**src/rtl/comp_seq_if.sv**
```systemverilog
// Request/result bundle for the sequential magnitude comparator: start/sgn/a/b in,
// busy/done/gt/eq/lt back.
interface comp_seq_if #(
  parameter int unsigned WIDTH = 16
);
  logic             start;
  logic             sgn;
  logic [WIDTH-1:0] a;
  logic [WIDTH-1:0] b;
  logic             busy;
  logic             done;
  logic             gt;
  logic             eq;
  logic             lt;

  modport master (
    output start, sgn, a, b,
    input  busy, done, gt, eq, lt
  );

  modport slave (
    input  start, sgn, a, b,
    output busy, done, gt, eq, lt
  );
endinterface

```
**src/rtl/comp_seq.sv**
```systemverilog
// Multi-cycle magnitude comparator: CHUNK bits per cycle, MSB chunk first, signed or unsigned.
// Define COMP_SEQ_EARLY_TERM_EN to finish on the first differing chunk.
module comp_seq #(
  parameter int unsigned WIDTH = 16,
  parameter int unsigned CHUNK = 4
) (
  input  logic      clk,
  input  logic      rst_n,
  comp_seq_if.slave bus
);

  localparam int unsigned NCHUNK = WIDTH / CHUNK;
  localparam int unsigned IDXW   = (NCHUNK > 1) ? $clog2(NCHUNK) : 1;
  localparam logic [IDXW-1:0]  IDX_LAST  = IDXW'(NCHUNK - 1);
  localparam logic [WIDTH-1:0] SIGN_MASK = WIDTH'(1) << (WIDTH - 1);

`ifdef COMP_SEQ_EARLY_TERM_EN
  localparam bit EARLY_TERM = 1'b1;
`else
  localparam bit EARLY_TERM = 1'b0;
`endif

  typedef enum logic {
    S_IDLE,
    S_RUN
  } state_t;

  typedef enum logic [1:0] {
    DEC_NONE = 2'b00,
    DEC_GT   = 2'b01,
    DEC_LT   = 2'b10
  } dec_t;

  state_t           r_state;
  logic [WIDTH-1:0] r_a;
  logic [WIDTH-1:0] r_b;
  logic [IDXW-1:0]  r_idx;
  dec_t             r_dec;
  logic             r_busy;
  logic             r_done;
  logic             r_gt;
  logic             r_eq;
  logic             r_lt;

  state_t           w_state_nxt;
  logic [WIDTH-1:0] w_a_nxt;
  logic [WIDTH-1:0] w_b_nxt;
  logic [IDXW-1:0]  w_idx_nxt;
  dec_t             w_dec_nxt;
  logic             w_busy_nxt;
  logic             w_done_nxt;
  logic             w_gt_nxt;
  logic             w_eq_nxt;
  logic             w_lt_nxt;

  logic [WIDTH-1:0] w_a_sh;
  logic [WIDTH-1:0] w_b_sh;
  logic [CHUNK-1:0] w_a_chunk;
  logic [CHUNK-1:0] w_b_chunk;
  dec_t             w_dec_step;
  logic             w_finish;

  // Select the current chunk and fold it into the sticky decision.
  always_comb begin
    w_a_sh    = r_a >> (CHUNK * r_idx);
    w_b_sh    = r_b >> (CHUNK * r_idx);
    w_a_chunk = w_a_sh[CHUNK-1:0];
    w_b_chunk = w_b_sh[CHUNK-1:0];
    w_dec_step = r_dec;
    if (r_dec == DEC_NONE) begin
      if (w_a_chunk > w_b_chunk) begin
        w_dec_step = DEC_GT;
      end else if (w_a_chunk < w_b_chunk) begin
        w_dec_step = DEC_LT;
      end
    end
    w_finish = (r_idx == '0) || (EARLY_TERM && (w_dec_step != DEC_NONE));
  end

  // Next-state and registered-output logic.
  always_comb begin
    w_state_nxt = r_state;
    w_a_nxt     = r_a;
    w_b_nxt     = r_b;
    w_idx_nxt   = r_idx;
    w_dec_nxt   = r_dec;
    w_busy_nxt  = r_busy;
    w_done_nxt  = 1'b0;
    w_gt_nxt    = r_gt;
    w_eq_nxt    = r_eq;
    w_lt_nxt    = r_lt;

    case (r_state)
      S_IDLE: begin
        if (bus.start) begin
          // Flipping both sign bits maps two's complement onto unsigned order.
          w_a_nxt     = bus.sgn ? (bus.a ^ SIGN_MASK) : bus.a;
          w_b_nxt     = bus.sgn ? (bus.b ^ SIGN_MASK) : bus.b;
          w_idx_nxt   = IDX_LAST;
          w_dec_nxt   = DEC_NONE;
          w_busy_nxt  = 1'b1;
          w_state_nxt = S_RUN;
        end
      end
      S_RUN: begin
        w_dec_nxt = w_dec_step;
        if (w_finish) begin
          w_gt_nxt    = (w_dec_step == DEC_GT);
          w_lt_nxt    = (w_dec_step == DEC_LT);
          w_eq_nxt    = (w_dec_step == DEC_NONE);
          w_done_nxt  = 1'b1;
          w_busy_nxt  = 1'b0;
          w_state_nxt = S_IDLE;
        end else begin
          w_idx_nxt = r_idx - IDXW'(1);
        end
      end
      default: begin
        w_busy_nxt  = 1'b0;
        w_state_nxt = S_IDLE;
      end
    endcase
  end

  // State and datapath registers with synchronous active-low reset.
  always_ff @(posedge clk) begin
    if (!rst_n) begin
      r_state <= S_IDLE;
      r_a     <= '0;
      r_b     <= '0;
      r_idx   <= '0;
      r_dec   <= DEC_NONE;
      r_busy  <= 1'b0;
      r_done  <= 1'b0;
      r_gt    <= 1'b0;
      r_eq    <= 1'b0;
      r_lt    <= 1'b0;
    end else begin
      r_state <= w_state_nxt;
      r_a     <= w_a_nxt;
      r_b     <= w_b_nxt;
      r_idx   <= w_idx_nxt;
      r_dec   <= w_dec_nxt;
      r_busy  <= w_busy_nxt;
      r_done  <= w_done_nxt;
      r_gt    <= w_gt_nxt;
      r_eq    <= w_eq_nxt;
      r_lt    <= w_lt_nxt;
    end
  end

  assign bus.busy = r_busy;
  assign bus.done = r_done;
  assign bus.gt   = r_gt;
  assign bus.eq   = r_eq;
  assign bus.lt   = r_lt;

endmodule

```
**src/flat_wrapper.sv**
```systemverilog
// flat-port wrapper written by rule: the top's interface ports become plain ports
module comp_seq_flat 
#(
  parameter int unsigned WIDTH = 16,
  parameter int unsigned CHUNK = 4
)
  (clk, rst_n, bus_start, bus_sgn, bus_a, bus_b, bus_busy, bus_done, bus_gt, bus_eq, bus_lt);
  comp_seq_if #(.WIDTH(WIDTH)) bus_i ();
  input  logic clk;
  input  logic rst_n;
  input wire logic [$bits(bus_i.start)-1:0] bus_start;
  input wire logic [$bits(bus_i.sgn)-1:0] bus_sgn;
  input wire logic [$bits(bus_i.a)-1:0] bus_a;
  input wire logic [$bits(bus_i.b)-1:0] bus_b;
  output wire logic [$bits(bus_i.busy)-1:0] bus_busy;
  output wire logic [$bits(bus_i.done)-1:0] bus_done;
  output wire logic [$bits(bus_i.gt)-1:0] bus_gt;
  output wire logic [$bits(bus_i.eq)-1:0] bus_eq;
  output wire logic [$bits(bus_i.lt)-1:0] bus_lt;
  assign bus_i.start = bus_start;
  assign bus_i.sgn = bus_sgn;
  assign bus_i.a = bus_a;
  assign bus_i.b = bus_b;
  assign bus_busy = bus_i.busy;
  assign bus_done = bus_i.done;
  assign bus_gt = bus_i.gt;
  assign bus_eq = bus_i.eq;
  assign bus_lt = bus_i.lt;
  comp_seq #(.WIDTH(WIDTH), .CHUNK(CHUNK)) u_core (.clk(clk), .rst_n(rst_n), .bus(bus_i));
endmodule
```
**config.mk**
```make
export PLATFORM = sky130hd
export DESIGN_NAME = comp_seq_flat
export DESIGN_NICKNAME = d
export VERILOG_FILES = /design/src/rtl/comp_seq_if.sv /design/src/rtl/comp_seq.sv /design/src/flat_wrapper.sv
export SDC_FILE = /design/constraint.sdc
export NUM_CORES = 1
export LEC_CHECK = 0
export ABC_AREA = 1
export CAP_MARGIN = 20
export CORE_UTILIZATION = 35
export CTS_CLUSTER_DIAMETER = 40
export DETAILED_ROUTE_END_ITERATION = 7
export DONT_BUFFER_PORTS = 1
export PLACE_DENSITY_LB_ADDON = 0.12
export SLEW_MARGIN = 20
export SYNTH_ARGS = -nofsm -noshare
export SYNTH_HDL_FRONTEND = slang
export SYNTH_SLANG_ARGS = --single-unit
```
**constraint.sdc**
```tcl
create_clock -name clk -period 2.7 [get_ports clk]
set_input_delay 0.54 -clock clk [delete_from_list [all_inputs] [get_ports clk]]
set_output_delay 0.54 -clock clk [all_outputs]
set_load 0.01 [all_outputs]
```
# Word-level counts from Yosys, hierarchy flattened
# Index checks and enable logic that the tools add are counted.
# word_totals
wordCells	48
in_bits	36
ff_bits	42
output_inout_bits	5
# op_classes
bitwise	3
eq_ne	5
reduce_logical	8
shift	2
order_cmp	2
muxes	17
add_sub_neg	1
# ops
operator	n
16-bit two-way mux	2
16-bit by 4-bit >> shifter with 4-bit output	2
2-bit two-way mux	6
2-bit AND reduction	5
2-bit case mux with 2 select lines	2
2-bit zero test	3
2-bit inequality test (second input constant)	3
1-bit two-way mux	5
4-bit greater-than comparator	1
4-bit < comparator	1
1-bit case mux with 2 select lines	2
1-bit NOT	3
2-bit by 1-bit == test with 1-bit output (second input constant)	1
2-bit == test (second input constant)	1
2-bit by 1-bit subtractor with 2-bit output (second input constant)	1

# Logic depth before layout (Yosys ltp)
# Gate-level depths: netlist (run 1).
# logic_depth
ltp_word	6
ltp_mapped	14
mapped_depth_nobuf	12

# Worst setup path after synthesis (run 1)
# OpenSTA, ideal clock, no wires.
# synth_path
path_kind	register to register
start	reg u_core.r_idx[0]
end	reg u_core.r_lt, in the netlist u_core.bus.lt
n_path_buf	2
arrival_ns	1.697
stages_incl_launch_ff	13
path_slack_ns	0.945
t_required_ns	2.642
period_less_slack_ns	1.755
setup_time_ns	0.058
cell_sequence	dfxtp_1 -> buf_2 -> inv_2 -> buf_4 -> o21ai_0 -> o22ai_1 -> ha_1 -> nand2_1 -> o21ai_0 -> nand2_1 -> a21oi_1 -> nand2_1 -> nand2_1
# synth_between
elab_chain_cells	6
elab_cells_between_ends	10
classes_between	2 x order compare; 1 x eq/ne; 2 x shift; 3 x mux; 2 x reduce/logical
# synth_lines
item	line	rtl
from (decl)	comp_seq.sv:37	logic [IDXW-1:0] r_idx;
from (signal assigned)	comp_seq.sv:142	r_idx <= w_idx_nxt;
16-bit by 4-bit >> shifter with 4-bit output, on equally long branches	comp_seq.sv:65, comp_seq.sv:66	
4-bit < comparator	comp_seq.sv:73	end else if (w_a_chunk < w_b_chunk) begin
2-bit two-way mux	comp_seq.sv:73	
2-bit two-way mux	comp_seq.sv:71	if (w_a_chunk > w_b_chunk) begin
2-bit two-way mux	comp_seq.sv:70	if (r_dec == DEC_NONE) begin
2-bit == test	comp_seq.sv:109	w_lt_nxt = (w_dec_step == DEC_LT);
to (signal assigned)	comp_seq.sv:148	r_lt <= w_lt_nxt;
to (decl)	comp_seq.sv:43	logic r_lt;
# Parallel ways exist; a longest one is shown, timed or not.
# A chain may end at the register's enable or synchronous reset.

# Worst setup path in the final report (run 1)
# Ends and elaborated chain as after synthesis.

==> flow_metrics.env, run 1 <==
export IMPL_dr_pass1_iters=4
export IMPL_drc=0
export IMPL_yosys_area_share_adder_pct=3.39
export IMPL_antenna_left=0
export IMPL_cts_tree="done"
export IMPL_final_cells=318
export IMPL_hpwl_um=2840
export IMPL_initial_core_util_pct=36.3
export IMPL_arrival_ns=2.14
export IMPL_power_density_nw_per_um2=719
export IMPL_wl_um=4150
export IMPL_worstSetupStartpoint="u_core.r_idx[0]"
export IMPL_ys_types=22
export IMPL_layout_drive_gt1_share_pct=4.44
export IMPL_path_class="reg -> reg"
export IMPL_fin_worst_skew_ns=0.00411
export IMPL_yosysSeqAreaShare_pct=45.6
export IMPL_synth_xor_area_share_pct=0.950
export IMPL_post_cts_resized=0
export IMPL_antenna_found_initial=0
export IMPL_fp_dieW_um=74.6
export IMPL_clockRootBuffer="clkbuf_8"
export IMPL_status="completed"
export IMPL_port_buffers=0
export IMPL_synth_simple_area_share_pct=23.6
export IMPL_rr_endpoint="u_core.bus.lt"
export IMPL_worst_ir_drop_vdd_v=0.000353
export IMPL_max_slew_worst_pin_slew_ns=0.563
export IMPL_die_area_um2=5560
export IMPL_num_fill_cells=579
export IMPL_vias=1568
export IMPL_setup_viol=0
export IMPL_period_needed_ns=1.90
export IMPL_maxCapViolations=0
export IMPL_fin_nets=289
export IMPL_finalSetupTns_ns=0
export IMPL_clk_insertion_delay_late_ns=0.29
export IMPL_cts_clk_slew_worst_paths_ns=0.07
export IMPL_synthesis_area_um2=1840
export IMPL_final_cell_mix="nor2_1, dfxtp_1, o21ai_0"
export IMPL_critPathRequiredTime_ns=2.94
export IMPL_postCtsSetupBuffers=0
export IMPL_final_common_cell="nor2_1"
export IMPL_ctsHoldBuffers=0
export IMPL_cp_end_kind="flip-flop"
export IMPL_synth_compound_area_share_pct=18.9
export IMPL_grt_use_total_pct=16.2
export IMPL_syn_inst=253
export IMPL_cts_buffers=5
export IMPL_overflow=0
export IMPL_die_h_um=74.6
export IMPL_reg2reg_depth=10
export IMPL_ys_ff_latch=42
export IMPL_n_antenna_cell=0
export IMPL_htreeDepth=2
export IMPL_top_level_ports=41
export IMPL_ff2ff_setup_slack_ns=0.80
export IMPL_wl_per_cell_um=13.0
export IMPL_grt_pass1_wl_um=6780
export IMPL_rsz0062_at_grt="no"
export IMPL_hold_path_class="in -> reg"
export IMPL_first_global_vias=1500
export IMPL_max_slew_margin_pct=62.4
export IMPL_syn_num_nets=294
export IMPL_place_gp_congestion=0.834
export IMPL_avgSynthCellArea_um2=7.28
export IMPL_clkSinkCount=42
export IMPL_crit_fanout=19
export IMPL_clock_fmax_ghz=0.527
export IMPL_vias_per_cell=4.93
export IMPL_area_delta_synth_final_pct=5.02
export IMPL_synth_mux_area_share_pct=0
export IMPL_synth_top_family_by_area="simple AND/OR/NAND/NOR gates"
export IMPL_drt_initial_drc_count=61
export IMPL_grt_max_degree=37
export IMPL_hold_viol=0
export IMPL_critPathCapture="u_core.bus.lt"
export IMPL_yosys_warnings=0
export IMPL_critPathLaunchType="flip-flop"
export IMPL_reg2reg_from="u_core.r_idx[0]"
export IMPL_period_share_pct=70.3
export IMPL_p_leak_nw=0.822
export IMPL_dpl_cell_count=311
export IMPL_cts_path_max_buffers=2
export IMPL_rows=26
export IMPL_core_area_um2=5070
export IMPL_drv_slew=0
## per-stage QoR
step	cell area (um2)	utilization, %	setup slack (ns)	hold WS, ns	power [mW]
6_report	1940	38.1	0.803	0.380	1.39
4_1_cts	1940	38.1	0.792	0.373	1.41
5_1_grt	1940	38.1	0.581	0.379	1.49
3_3_place_gp	1860	36.6	0.817	0.487	1.02
2_1_floorplan	1840	-	0.945	0.457	0.974
3_5_place_dp	1860	36.6	0.810	0.488	1.03
## state kept, by name, summed over array words and instances (netlist names)
signal,flops
u_core.bus.busy,1
u_core.bus.done,1
u_core.bus.eq,1
u_core.bus.gt,1
u_core.bus.lt,1
u_core.r_a,16
u_core.r_b,16
u_core.r_dec,2
u_core.r_idx,2
u_core.r_state,1
## logic make-up (layout without fill, tap and decap cells)
kind of cell / after synthesis / count (layout)
and+or+nand+nor: 112 / 112
AOI/OAI and AO/OA: 64 / 64
DFF: 42 / 42
buffers and inverters: 28 / 23
adders and majority gates: 5 / 5
xor gates and xnor gates: 2 / 2
## layer usage
metal	track usage [%]	wire, um
met3	3.93	202
met5	0	0
met4	5.03	36
met1	21.6	2020
met2	25.9	1880
## critical path: stages (launching register included)
cell and delay [ns]:
dfxtp_1 0.37, inv_2 0.25, nand2_1 0.11, a32o_1 0.23, ha_1 0.29, nand2_1 0.07
o21ai_0 0.15, nand2_1 0.13, a21oi_1 0.14, nand2_1 0.06, nand2_1 0.05
## layout make-up
class / count / area, um2 / area share [%]
tap: 70 / 87.6 / 4.52
multi-input combinational: 183 / 863 / 44.6
timing repair buffer: 2 / 15.0 / 0.776
sequential: 42 / 841 / 43.4
clock buffer: 7 / 76.3 / 3.94
inverter: 14 / 52.6 / 2.71
## worst min path at each step
stage                     cells past startpoint  slack (ns)            start               to
after floorplan                               2        0.46  u_core.r_dec[0]  u_core.r_dec[0]
after global placement                        2        0.49    u_core.bus.eq    u_core.bus.eq
after detailed placement                      2        0.49  u_core.r_dec[0]  u_core.r_dec[0]
after CTS                                     2        0.37            rst_n    u_core.r_b[7]
after global routing                          2        0.38         bus_b[3]    u_core.r_b[3]
final                                         2        0.38            rst_n    u_core.r_b[3]
## power breakdown
| group | switching, mW | internal (mW) | leakage [nW] |
|---|---|---|---|
| clock network | 0.200 | 0.178 | 0.0383 |
| logic | 0.182 | 0.107 | 0.436 |
| registers | 0.0442 | 0.680 | 0.348 |
## synthesized netlist by cell type
library cell,count,area share [%]
clkbuf_1,3,0.61
buf_4,3,1.2
inv_1,12,2.4
o22ai_1,4,1.4
clkbuf_2,1,0.27
dfxtp_1,42,46
a21oi_1,11,3.0
o21ai_1,5,1.4
nor2_1,73,15
nor2_2,1,0.34
o21ai_0,38,10
nor2_4,1,0.61
inv_2,2,0.41
nor3_1,1,0.27
a31oi_1,2,0.68
buf_2,5,1.4
nand2_1,33,6.7
buf_6,2,1.2
xnor2_1,2,0.95
nand3_1,3,0.81
ha_1,5,3.4
a32o_1,4,2.2
Power figures use the tool's default switching activity.
==> run 2, diff against run 1 <==
- clock period: 2.7 -> 1.8 ns (I/O delays scaled with it)
==> run 2 against run 1 <==
Wire length up 3.3%. Clock skew up 0.0066 ns. Combinational power up 110%. Final cell count is 2.5% higher. Largest power group unchanged. Highest routed layer unchanged.
==> flow_metrics.env, run 2 (synthesis results as in run 1) <==
export IMPL_status="completed"
export IMPL_final_util_pct=42.5
export IMPL_arrival_ns=1.97
export IMPL_grt_max_degree=37
export IMPL_wl_um=4280
export IMPL_critPathLaunchType="flip-flop"
export IMPL_crit_chain="clkinvlp_4, buf_12, a32o_2, ha_4, nand2_2, inv_1, nand2_2, nand2_4, nand2_1, nand3_2, nand2_1"
export IMPL_htreeDepth=2
export IMPL_worst_ir_drop_vdd_v=0.000428
export IMPL_grt_pass1_wl_um=6980
export IMPL_clock_fmax_ghz=0.565
export IMPL_initial_core_util_pct=36.3
export IMPL_critPathRequiredTime_ns=2.00
export IMPL_wl_per_cell_um=13.1
export IMPL_antenna_left=0
export IMPL_clk_insertion_delay_late_ns=0.30
export IMPL_port_buffers=0
export IMPL_hpwl_um=2860
export IMPL_hold_path_class="in -> reg"
export IMPL_final_common_cell="nor2_1"
export IMPL_power_density_nw_per_um2=1200
export IMPL_vias=1566
export IMPL_clkSinkCount=42
export IMPL_max_slew_worst_pin_slew_ns=0.523
export IMPL_layout_drive_gt1_share_pct=15.6
export IMPL_die_h_um=74.6
export IMPL_drt_initial_drc_count=55
export IMPL_cp_end_kind="flip-flop"
export IMPL_die_area_um2=5560
export IMPL_maxCapViolations=0
export IMPL_top_level_ports=41
export IMPL_dr_pass1_iters=4
export IMPL_first_global_vias=1534
export IMPL_crit_slowest_cell="dfxtp_2"
export IMPL_grt_use_total_pct=16.7
export IMPL_path_class="reg -> reg"
export IMPL_hold_slack_ns=0.189
export IMPL_power_mw=2.58
export IMPL_ff2ff_setup_slack_ns=0.03
export IMPL_area_delta_synth_final_pct=16.9
export IMPL_period_needed_ns=1.77
export IMPL_largestRegisters="u_core.r_a (16), u_core.r_b (16)"
export IMPL_rr_endpoint="u_core.bus.eq"
export IMPL_reg2reg_depth=11
export IMPL_ctsHoldBuffers=0
export IMPL_fp_dieW_um=74.6
export IMPL_rows=26
export IMPL_setup_viol=0
export IMPL_reg2reg_from="u_core.r_idx[1]"
export IMPL_core_area_um2=5070
export IMPL_drc=0
export IMPL_rsz0062_at_grt="yes"
export IMPL_hp_start="rst_n"
export IMPL_n_antenna_cell=0
export IMPL_cts_clk_slew_worst_paths_ns=0.09
export IMPL_fin_nets=296
export IMPL_vias_per_cell=4.80
export IMPL_period_share_pct=98.3
export IMPL_p_leak_nw=0.906
export IMPL_cts_path_max_buffers=2
export IMPL_cts_tree="done"
export IMPL_holdPathStages=2
export IMPL_clockRootBuffer="clkbuf_8"
export IMPL_fin_worst_skew_ns=0.0107
export IMPL_antenna_found_initial=0
export IMPL_drv_slew=0
export IMPL_whs_endpoint="u_core.r_b[3]"
export IMPL_crit_fanout=4
export IMPL_overflow=0
export IMPL_slowest_delay_ns=0.36
export IMPL_hold_viol=0
export IMPL_worstSetupStartpoint="u_core.r_idx[1]"
export IMPL_place_gp_congestion=0.820
export IMPL_final_cell_mix="nor2_1, dfxtp_1, o21ai_0"
export IMPL_max_slew_margin_pct=65.1
export IMPL_cts_buffers=5
## run 2: changes by cell type in the layout (fill, tap and decap cells not counted), sizes merged
cell / previous run / this run
clkinvlp: 0 / 1
clkbuf: 7 / 5
clkinv: 0 / 1
buf: 2 / 9
bufinv: 0 / 2
inv: 14 / 13
## run 2: through the flow
stage | instance area, um2 | std cells | setup TNS [ns] | setup slack (ns)
detailed placement | 1880 | 314 | -0.0977 | -0.0403
global placement | 1880 | 314 | -0.0977 | -0.0497
floorplan | 1840 | 253 | 0 | 0.0451
global route | 2150 | 326 | -0.227 | -0.0949
CTS | 2050 | 324 | 0 | 0.0000921
finish | 2150 | 326 | 0 | 0.0301
## run 2: critical path, delay by kind of cell, from the launching register on
kind	cells	cell delay, ns
AO/OA/AOI/OAI	1	0.27
adder cells (fa/ha/maj)	1	0.27
buffers and inverters	3	0.34
flip-flops	1	0.36
AND/OR/NAND/NOR	6	0.45
## run 2: what timing repair did
item	4_1_cts	5_1_grt
setup endpoints to repair	4	5
hold endpoints to repair	0	0
buffers inserted	2	2
pin swaps	0	10
gates resized for setup	5	24
## run 2: area by class of cell
class / count / area [um2]
clock buffer: 5 / 68.8
inverter: 14 / 61.3
multi-input combinational: 183 / 935
sequential: 42 / 846
clock inverter: 3 / 68.8
fill: 563 / 2920
timing repair buffer: 9 / 87.6
tap: 70 / 87.6
## run 2: worst max-delay path by stage
stage | depth (start not counted) | to | slack (ns)
finish | 11 | u_core.bus.eq | 0.03
CTS | 10 | u_core.bus.lt | 0.00009
floorplan | 12 | u_core.bus.lt | 0.05
global route | 11 | u_core.bus.lt | -0.09
detailed placement | 10 | u_core.bus.lt | -0.04
global placement | 10 | u_core.bus.lt | -0.05
## run 2: routing by layer
metal  routed length [um]  vias up  GRT usage (%)
li1                     -      834              -
met1                 2050      701           20.6
met2                 2050       27           28.1
met3                  162        4           5.01
met4                   21        0           5.03
met5                    0        -              0
## run 2: where the power goes
| part | total, mW | internal, mW | leakage, nW | switching, mW |
|---|---|---|---|---|
| Sequential | 1.09 | 1.02 | 0.348 | 0.0684 |
| Clock | 0.898 | 0.556 | 0.0683 | 0.342 |
| Combinational | 0.595 | 0.244 | 0.489 | 0.351 |
==> run 3, diff against run 2 <==
- GPL_TIMING_DRIVEN: unset -> 0
==> run 3 against run 2 <==
The run now ends with negative setup slack left. Count of clock-buffer cells in the layout grew 1. Clock power fell by 29%. Via count up 3.2%. Worst setup slack worse by 0.032 ns. Hold slack gained 0.0073 ns. Total power decreased by 8.6%. Global-route usage is 0.89 points higher. Critical path type unchanged. Largest cell class unchanged. Highest routed layer unchanged.
==> flow_metrics.env, run 3 (synthesis results as in run 1) <==
export IMPL_dr_pass1_iters=4
export IMPL_layout_drive_gt1_share_pct=17.8
export IMPL_die_h_um=74.6
export IMPL_fin_nets=304
export IMPL_maxCapViolations=0
export IMPL_dpl_instance_area_um2=1930
export IMPL_finalSetupTns_ns=-0.00200
export IMPL_clkPwrFrac_pct=27.2
export IMPL_status="complete, but fails checks"
export IMPL_clkSinkCount=42
export IMPL_cts_path_max_buffers=2
export IMPL_fp_dieW_um=74.6
export IMPL_antenna_found_initial=0
export IMPL_clock_fmax_ghz=0.555
export IMPL_p_leak_nw=0.921
export IMPL_grt_max_degree=14
export IMPL_wl_per_cell_um=13.3
export IMPL_max_slew_worst_pin_slew_ns=0.377
export IMPL_power_mw=2.36
export IMPL_period_share_pct=100
export IMPL_port_buffers=0
export IMPL_antenna_left=0
export IMPL_cts_tree="done"
export IMPL_power_density_nw_per_um2=1090
export IMPL_critPathRequiredTime_ns=2.05
export IMPL_first_global_vias=1519
export IMPL_violations="negative setup slack"
export IMPL_cts_buffers=5
export IMPL_die_area_um2=5560
export IMPL_p_int_mw=1.59
export IMPL_arrival_ns=2.05
export IMPL_drc=0
export IMPL_clk_insertion_delay_late_ns=0.29
export IMPL_vias_per_cell=4.84
export IMPL_final_cell_mix="nor2_1, dfxtp_1, o21ai_0"
export IMPL_max_slew_margin_pct=74.9
export IMPL_htreeDepth=2
export IMPL_rsz0062_at_grt="yes"
export IMPL_cp_end_kind="flip-flop"
export IMPL_rows=26
export IMPL_grt_busiest_layer="met2"
export IMPL_drv_slew=0
export IMPL_seq_power_share_pct=46.0
export IMPL_clockRootBuffer="clkbuf_8"
export IMPL_initial_core_util_pct=36.3
export IMPL_grt_met1_usage_pct=23.6
export IMPL_setup_viol=1
export IMPL_use_met3_pct=4.47
export IMPL_power_switching_uw=771
export IMPL_cts_clk_slew_worst_paths_ns=0.08
export IMPL_hold_path_class="in -> reg"
export IMPL_timing_final_ws_setup_ns=-0.00200
export IMPL_hpwl_um=3180
export IMPL_largestRegisters="u_core.r_a (16), u_core.r_b (16)"
export IMPL_top_level_ports=41
export IMPL_crit_fanout=10
export IMPL_worst_ir_drop_vdd_v=0.000428
export IMPL_path_class="reg -> reg"
export IMPL_pre_cts_ws_ns=-0.206
export IMPL_n_antenna_cell=0
export IMPL_vias=1616
export IMPL_final_common_cell="nor2_1"
export IMPL_grt_pass1_wl_um=7270
export IMPL_fin_worst_skew_ns=0.00477
export IMPL_swShare_pct=32.7
export IMPL_ctsHoldBuffers=0
export IMPL_core_area_um2=5070
export IMPL_drt_initial_drc_count=102
export IMPL_p_comb_share_pct=26.8
export IMPL_hold_viol=0
export IMPL_critPathLaunchType="flip-flop"
export IMPL_period_needed_ns=1.80
export IMPL_final_util_pct=42.8
export IMPL_met2_usage_pct=28.0
export IMPL_grt_use_total_pct=17.6
export IMPL_place_gp_congestion=0.816
export IMPL_overflow=0
export IMPL_area_delta_synth_final_pct=17.9
export IMPL_final_area_um2=2170
export IMPL_wl_um=4440
run 3: cell count changes in the layout (fill, tap and decap cells not counted), sizes merged:
cell	previous run	this run
bufinv	2	0
clkbuf	5	10
buf	9	13
inv	13	14
run 3: worst paths after layout:
kind	startpoint	to	slack (ns)	cells past startpoint
setup / recovery	u_core.r_idx[0]	u_core.bus.lt	-0.002	13
hold / removal	bus_b[7]	u_core.r_b[7]	0.20	2
setup reg to reg	u_core.r_idx[0]	u_core.bus.lt	-0.002	13
hold reg to reg	u_core.r_dec[0]	u_core.r_dec[0]	0.49	2
run 3: critical path: stages, from the launching register on:
cell and delay, ns:
dfxtp_2 0.32, buf_6 0.13, inv_6 0.09, buf_8 0.14, nor2_2 0.04, o22ai_2 0.19
ha_1 0.27, nand2_1 0.08, nand2_1 0.07, nand2_2 0.12, nand2_4 0.08, a21oi_2 0.13
nand2_1 0.06, nand2_1 0.05
run 3: cell type report:
cell class | instances | area (um2)
buffer | 14 | 116
clock buffer | 6 | 82.6
clock inverter | 2 | 12.5
fill | 557 | 2900
inverter | 14 | 57.6
multi-input combinational | 183 | 948
sequential | 42 | 846
tap | 70 | 87.6
timing repair buffer | 3 | 22.5
run 3: timing repair:
action                     CTS  global route
setup endpoints to repair    5             5
resized for setup           25            18
pin swaps                    4             6
buffers inserted             2             1
run 3: metrics by stage:
step	cells	hold WS (ns)
global route	334	0.188
finish	334	0.196
floorplan	253	0.457
CTS	333	0.193
global placement	323	0.479
detailed placement	323	0.476
run 3: per-layer routing:
metal	wire (um)	vias up
li1	-	847
met1	2090	722
met2	2010	37
met3	266	10
met4	71	0
met5	0	-
run 3: power groups by stage:
stage / clock, mW / sequential [mW] / combinational, mW
final: 0.642 / 1.09 / 0.632
after global routing: 0.709 / 1.10 / 0.717
after CTS: 0.659 / 1.09 / 0.541
after detailed placement: 0 / 1.10 / 0.476
after global placement: 0 / 1.10 / 0.473
after floorplan: 0 / 1.08 / 0.379
